$ cat src/rtl/board_pkg.sv
// Shared board definitions: piece codes, read-port owner encodings, FSM states and
// layout helpers used by the board datapath.
package board_pkg;

  localparam int unsigned PieceW = 4;
  localparam int unsigned CoordW = 3;
  localparam int unsigned AddrW  = 2 * CoordW;

  localparam logic [PieceW-1:0] PIECE_EMPTY  = 4'd0;
  localparam logic [PieceW-1:0] WIN_PIECE_P0 = 4'd6;
  localparam logic [PieceW-1:0] WIN_PIECE_P1 = 4'd12;

  localparam logic [1:0] MM_CONTROL   = 2'b00;
  localparam logic [1:0] MM_VALIDATOR = 2'b01;
  localparam logic [1:0] MM_DATAPATH  = 2'b10;
  localparam logic [1:0] MM_VIEW      = 2'b11;

  typedef enum logic [2:0] {
    StIdle,
    StInit,
    StInitDone,
    StMoveClear,
    StMoveWrite
  } state_e;

  function automatic logic [AddrW-1:0] board_addr(input logic [CoordW-1:0] x,
                                                  input logic [CoordW-1:0] y);
    return {y, x};
  endfunction

  // Back rank of player 0; player 1 mirrors it with codes offset by 6.
  function automatic logic [PieceW-1:0] back_rank(input logic [CoordW-1:0] x);
    logic [PieceW-1:0] p;
    case (x)
      3'd0, 3'd7: p = 4'd1;
      3'd1, 3'd6: p = 4'd2;
      3'd2, 3'd5: p = 4'd3;
      3'd3:       p = 4'd4;
      default:    p = WIN_PIECE_P0;
    endcase
    return p;
  endfunction

  function automatic logic [PieceW-1:0] initial_piece(input logic [AddrW-1:0] addr);
    logic [CoordW-1:0] x;
    logic [CoordW-1:0] y;
    logic [PieceW-1:0] p;
    x = addr[CoordW-1:0];
    y = addr[AddrW-1:CoordW];
    case (y)
      3'd0:    p = back_rank(x);
      3'd1:    p = 4'd5;
      3'd6:    p = 4'd11;
      3'd7:    p = (x == 3'd4) ? WIN_PIECE_P1 : back_rank(x) + 4'd6;
      default: p = PIECE_EMPTY;
    endcase
    return p;
  endfunction

endpackage

$ cat src/rtl/board_ram.sv
// Board cell storage: asynchronous read, synchronous single-port write.
module board_ram #(
  parameter int unsigned DataW = 4,
  parameter int unsigned AddrW = 6
) (
  input  logic             clk,
  input  logic             we,
  input  logic [AddrW-1:0] waddr,
  input  logic [DataW-1:0] wdata,
  input  logic [AddrW-1:0] raddr,
  output logic [DataW-1:0] rdata
);

  localparam int unsigned Depth = 1 << AddrW;

  logic [DataW-1:0] mem_q [Depth];

  // No reset: contents are defined only by the init sequence.
  always_ff @(posedge clk) begin
    if (we) begin
      mem_q[waddr] <= wdata;
    end
  end

  assign rdata = mem_q[raddr];

endmodule

$ cat src/rtl/board_datapath.sv
// Board-side responder: owns the board RAM, runs the init fill and two-step moves,
// and multiplexes the single read port between its four agents.
module board_datapath
  import board_pkg::*;
#(
  parameter int unsigned PIECE_W = 4,
  parameter int unsigned COORD_W = 3
) (
  input  logic                 clk,
  input  logic                 reset,
  input  logic                 initialize_board,
  input  logic                 move_piece,
  input  logic [COORD_W-1:0]   piece_x,
  input  logic [COORD_W-1:0]   piece_y,
  input  logic [COORD_W-1:0]   move_x,
  input  logic [COORD_W-1:0]   move_y,
  input  logic [PIECE_W-1:0]   piece_to_move,
  input  logic [1:0]           memory_manage,
  input  logic [COORD_W-1:0]   box_x,
  input  logic [COORD_W-1:0]   box_y,
  input  logic [2*COORD_W-1:0] address_validator,
  input  logic [2*COORD_W-1:0] address_view,
  output logic [PIECE_W-1:0]   piece_read,
  output logic                 initialize_complete,
  output logic                 move_complete,
  output logic                 busy
);

  localparam int unsigned AW = 2 * COORD_W;

  state_e         state_q, state_d;
  logic [AW-1:0]  counter_q, counter_d;
  logic [AW-1:0]  src_q, src_d;
  logic [AW-1:0]  dst_q, dst_d;
  logic [PIECE_W-1:0] piece_q, piece_d;
  logic           move_complete_q, move_complete_d;

  logic               wr_en;
  logic [AW-1:0]      wr_addr;
  logic [PIECE_W-1:0] wr_data;
  logic [AW-1:0]      rd_addr;

  always_ff @(posedge clk) begin
    if (reset) begin
      state_q         <= StIdle;
      counter_q       <= '0;
      src_q           <= '0;
      dst_q           <= '0;
      piece_q         <= '0;
      move_complete_q <= 1'b0;
    end else begin
      state_q         <= state_d;
      counter_q       <= counter_d;
      src_q           <= src_d;
      dst_q           <= dst_d;
      piece_q         <= piece_d;
      move_complete_q <= move_complete_d;
    end
  end

  always_comb begin
    state_d         = state_q;
    counter_d       = counter_q;
    src_d           = src_q;
    dst_d           = dst_q;
    piece_d         = piece_q;
    move_complete_d = 1'b0;
    wr_en           = 1'b0;
    wr_addr         = dst_q;
    wr_data         = PIECE_EMPTY;

    unique case (state_q)
      StIdle: begin
        // Init takes priority; a simultaneous move request is dropped.
        if (initialize_board) begin
          state_d   = StInit;
          counter_d = '0;
        end else if (move_piece) begin
          src_d   = board_addr(piece_x, piece_y);
          dst_d   = board_addr(move_x, move_y);
          piece_d = piece_to_move;
          state_d = StMoveClear;
        end
      end
      StInit: begin
        wr_en     = 1'b1;
        wr_addr   = counter_q;
        wr_data   = initial_piece(counter_q);
        counter_d = counter_q + 1'b1;
        if (counter_q == '1) begin
          state_d = StInitDone;
        end
      end
      StInitDone: begin
        if (!initialize_board) begin
          state_d = StIdle;
        end
      end
      StMoveClear: begin
        wr_en   = 1'b1;
        wr_addr = src_q;
        wr_data = PIECE_EMPTY;
        state_d = StMoveWrite;
      end
      StMoveWrite: begin
        wr_en           = 1'b1;
        wr_addr         = dst_q;
        wr_data         = piece_q;
        move_complete_d = 1'b1;
        state_d         = StIdle;
      end
      default: state_d = StIdle;
    endcase
  end

  always_comb begin
    rd_addr = '0;
    unique case (memory_manage)
      MM_CONTROL:   rd_addr = board_addr(box_x, box_y);
      MM_VALIDATOR: rd_addr = address_validator;
      MM_DATAPATH:  rd_addr = wr_addr;
      MM_VIEW:      rd_addr = address_view;
      default:      rd_addr = '0;
    endcase
  end

  board_ram #(
    .DataW(PIECE_W),
    .AddrW(AW)
  ) u_board_ram (
    .clk  (clk),
    .we   (wr_en),
    .waddr(wr_addr),
    .wdata(wr_data),
    .raddr(rd_addr),
    .rdata(piece_read)
  );

  assign busy                = (state_q != StIdle);
  assign initialize_complete = (state_q == StInitDone) && initialize_board;
  assign move_complete       = move_complete_q;

endmodule

$ cat config.mk
export PLATFORM = sky130hd
export DESIGN_NAME = board_datapath
export DESIGN_NICKNAME = d
export VERILOG_FILES = /design/src/rtl/board_pkg.sv /design/src/rtl/board_ram.sv /design/src/rtl/board_datapath.sv
export SDC_FILE = /design/constraint.sdc
export NUM_CORES = 1
export LEC_CHECK = 0
export CAP_MARGIN = 10
export CORE_AREA = 5 5 158 144
export DETAILED_ROUTE_END_ITERATION = 8
export DIE_AREA = 0 0 163 149
export PLACE_DENSITY_LB_ADDON = 0.1
export SKIP_LAST_GASP = 1
export SLEW_MARGIN = 20
export SYNTH_ARGS = -nofsm -noshare
export SYNTH_HDL_FRONTEND = slang
export SYNTH_SLANG_ARGS = --single-unit
export TNS_END_PERCENT = 50
$ cat constraint.sdc
create_clock -name clk -period 5.3 [get_ports clk]
set_clock_uncertainty 0.2 [all_clocks]
set_input_delay 1.06 -clock clk [delete_from_list [all_inputs] [get_ports clk]]
set_output_delay 1.06 -clock clk [all_outputs]
set_load 0.05 [all_outputs]
==> results.tsv <==
stage	metric	value	unit
synth	Yosys cell types	64	
synth	Synth warnings	0	
final_layout	ant diodes	0	
setup_path	worst path required time	4.04	ns
final_layout	synth-to-layout area growth	18.44	%
floorplanning	die width	163	µm
floorplanning	Die Y	149	µm
synth	Post-Syn Nets	1025	
sta	fin worst setup slack	0.1658	ns
synth	ys async rst share	0	%
sta	final max-slew violation count	0	
synth	Synth Register Bits	282	
setup_path	crit-path cells	nor2b_4 -> buf_4 -> mux2i_1 -> o21ai_2 -> buf_4 -> nor2_4 -> buf_4 -> a32o_1 -> nor3_2 -> a31oi_1 -> a22oi_2 -> buf_4 -> buf_12	
place	GPL Wtd Cong	0.9087	
setup_path	CP Launch Point	state_q[0]$_SDFFE_PP0P_	
setup_path	WS Path Type	register to output port	
sta	maximum clock rate	194.8	MHz
cts	clock sink count	282	
sta	Final Critical Period	5.134	ns
setup_path	FF-to-FF Start	counter_q[0]$_SDFFE_PP0P_	
cts	CTS Hold Bufs	0	
global_routing	first-pass GRT wire length	47800	µm
cts	Reg clk slew, reported paths	0.06	ns
setup_path	Setup crit end kind	output port	
global_routing	largest net degree at the start of global routing	54	
final_layout	register area	8208	µm²
setup_path	Startpoint Class	register	
final_layout	# fillers	1539	
synth	Synth Area per Inst	12.38	µm²
routing	Antenna Nets Post-Route	0	
routing	drt drc	0	
setup_path	Slowest cell on crit path	mux2i_1	
sta	Hold Violations, Final	0	
synth	Synth Flop Type	edfxtp_1	
global_routing	total grt overflow	0	
final_layout	nets	1130	
floorplanning	core region area	20770	µm²
cts	CTS tree	done	
synth	proportion of synthesized chip area in sequential cells	67.71	%
setup_path	buffer and inverter count on the worst path	5	
routing	vias post-DR	8354	
cts	Clock Latency Late Sink	0.54	ns
global_routing	initial antenna violation count	0	
hold_path	hold path start	piece_q[2]$_SDFFE_PP0P_	
routing	Detailed Route Iter0 Violations	1152	
place	# port buffers	46	
cts	total CTS buffers	28	
floorplanning	Initial Util	58.36	%
setup_path	CP max stage delay	0.59	ns
synth	Post-synth EDFFs	256	
cts	H-tree levels	1	
setup_path	crit path DAT	3.87	ns
floorplanning	Core Rows	50	
sta	endpoints failing setup	0	
global_routing	vias in the first global route	8170	
sta	RSZ-0062 raised after global routing	yes	
routing	Post-Route WL	30640	µm
sta	TNS Setup	0	ns
place	Post-Place Worst Slack	-0.2542	ns
final_layout	final std cells w/o fill	1391	
power_and_ir_drop	Power per Cell Area	355.6	nW/µm²
sta	final period utilization	96.87	%
hold_path	Hold Crit Class	register to register	
synth	Mapped Area	12120	µm²
sta	Relative slew margins	33.13	%
power_and_ir_drop	worst IR drop on VDD	322.1	µV
synth	Post-Synthesis Cells	979	
cts	Clock Path Buffers	3	
routing	Routed wire per std cell	22.03	µm
final_layout	most frequent cells in the layout	edfxtp_1 (256), nand2_1 (219), nor2_1 (94), buf_4 (73), a21oi_1 (48)	
routing	vias per cell	6.006	
final_layout	multi-input combinational cell area	3699	µm²
cts	post-CTS setup repair buffer count	0	
setup_path	Crit path max-delay family	buffers and inverters	
floorplanning	Top Ports	47	
power_and_ir_drop	Leak Pwr	4.965	nW
outcome	outcome	completed	
routing	TritonRoute pass-1 iters	6	
power_and_ir_drop	Tot Pwr	0.005105	W
setup_path	Top cell by count, worst path	buf_4	
cts	CTS root buf	clkbuf_16	
floorplanning	die area	24290	µm²
final_layout	most frequent standard cell in the layout excluding fill and tap cells	edfxtp_1	
setup_path	crit path max fanout	13	
place	HPWL after DPL	21340	µm
final_layout	layout cell share with drive strength beyond 1	15.48	%
sta	worst hold slack	0.2560	ns
sta	Worst Max-Slew Pin Slew	0.9999	ns
job	Max-cap violations	0	
place	Inst Count DP	1340	
global_routing	GRT Util Overall	25.71	%
==> power breakdown <==
group / switching [W] / internal (W)
sequential: 0.0000155 / 0.00248
combinational: 0.000477 / 0.000292
clock: 0.000797 / 0.00104
==> metal layers <==
metal  global-route usage (%)  up-vias  share of wire, %
met4                    7.086        0               2.8
met1                    37.94     4030                42
met5                        0        -                 0
li1                         -     3840                 -
met2                    39.52      416                46
met3                    5.140       68               9.0
==> flip-flops by register name, summed over array words and instances (netlist names) <==
register	cells
piece_q	4
src_q	6
counter_q	6
move_complete	1
dst_q	6
u_board_ram.mem_q	256
state_q	3
==> kinds of logic (layout without fill, tap and decap cells) <==
group | after synthesis | count (layout) | synth area share (%)
compound gates | 136 | 136 | 7.556
fa+ha+maj | 6 | 6 | 0.6193
buf+inv | 64 | 190 | 2.622
flops | 282 | 282 | 67.71
mux | 64 | 64 | 6.369
simple gates | 427 | 427 | 15.12
==> synth_stat cells, types with 6 or more instances <==
master / number / share of area [%]
nand4_1: 11 / 0.57
a22oi_1: 9 / 0.56
nor2_1: 98 / 3.0
mux2_2: 11 / 1.0
a32oi_1: 9 / 0.65
and3_1: 10 / 0.52
nand3_1: 43 / 1.8
o21ai_0: 12 / 0.50
nor3_1: 11 / 0.45
ha_1: 6 / 0.62
mux4_2: 7 / 1.3
nand2_1: 219 / 6.8
a31oi_1: 13 / 0.67
buf_2: 23 / 0.95
inv_1: 13 / 0.40
clkbuf_1: 18 / 0.56
dfxtp_1: 26 / 4.3
mux2i_1: 42 / 3.5
edfxtp_1: 256 / 63
a21oi_1: 49 / 2.0
==> tightest hold or removal path: stages, from the launching register on <==
cell,delay (ns)
dfxtp_1,0.31
nand2_1,0.05
a21oi_1,0.05
==> repair_timing <==
action	CTS	global route
resized for setup	9	6
setup endpoints to repair	4	4
pin swaps	1	1
==> cell type report <==
type	count	area share [%]
Sequential cell	282	57.17
Timing Repair Buffer	126	8.288
Multi-Input combinational cell	633	25.76
Tap cell	286	2.493
Inverter	13	0.3399
Clock buffer	34	5.186
Clock inverter	17	0.7582
==> per-stage QoR <==
stage               cell area, µm²  util [%]
floorplan                    12120         -
global placement             13450     64.73
detailed placement           13450     64.73
CTS                          14330     69.01
global route                 14360     69.12
finish                       14360     69.12
==> worst paths after layout <==
path	cells after the start	slack [ns]	to
worst max register to register	11	1.60	u_board_ram.mem_q[34][2]$_DFFE_PP_
worst max-delay path	13	0.17	piece_read[2]
worst min-delay path	2	0.26	piece_q[2]$_SDFFE_PP0P_
worst min register to register	2	0.26	piece_q[2]$_SDFFE_PP0P_
Note: power is estimated with default switching activity, not from simulation.
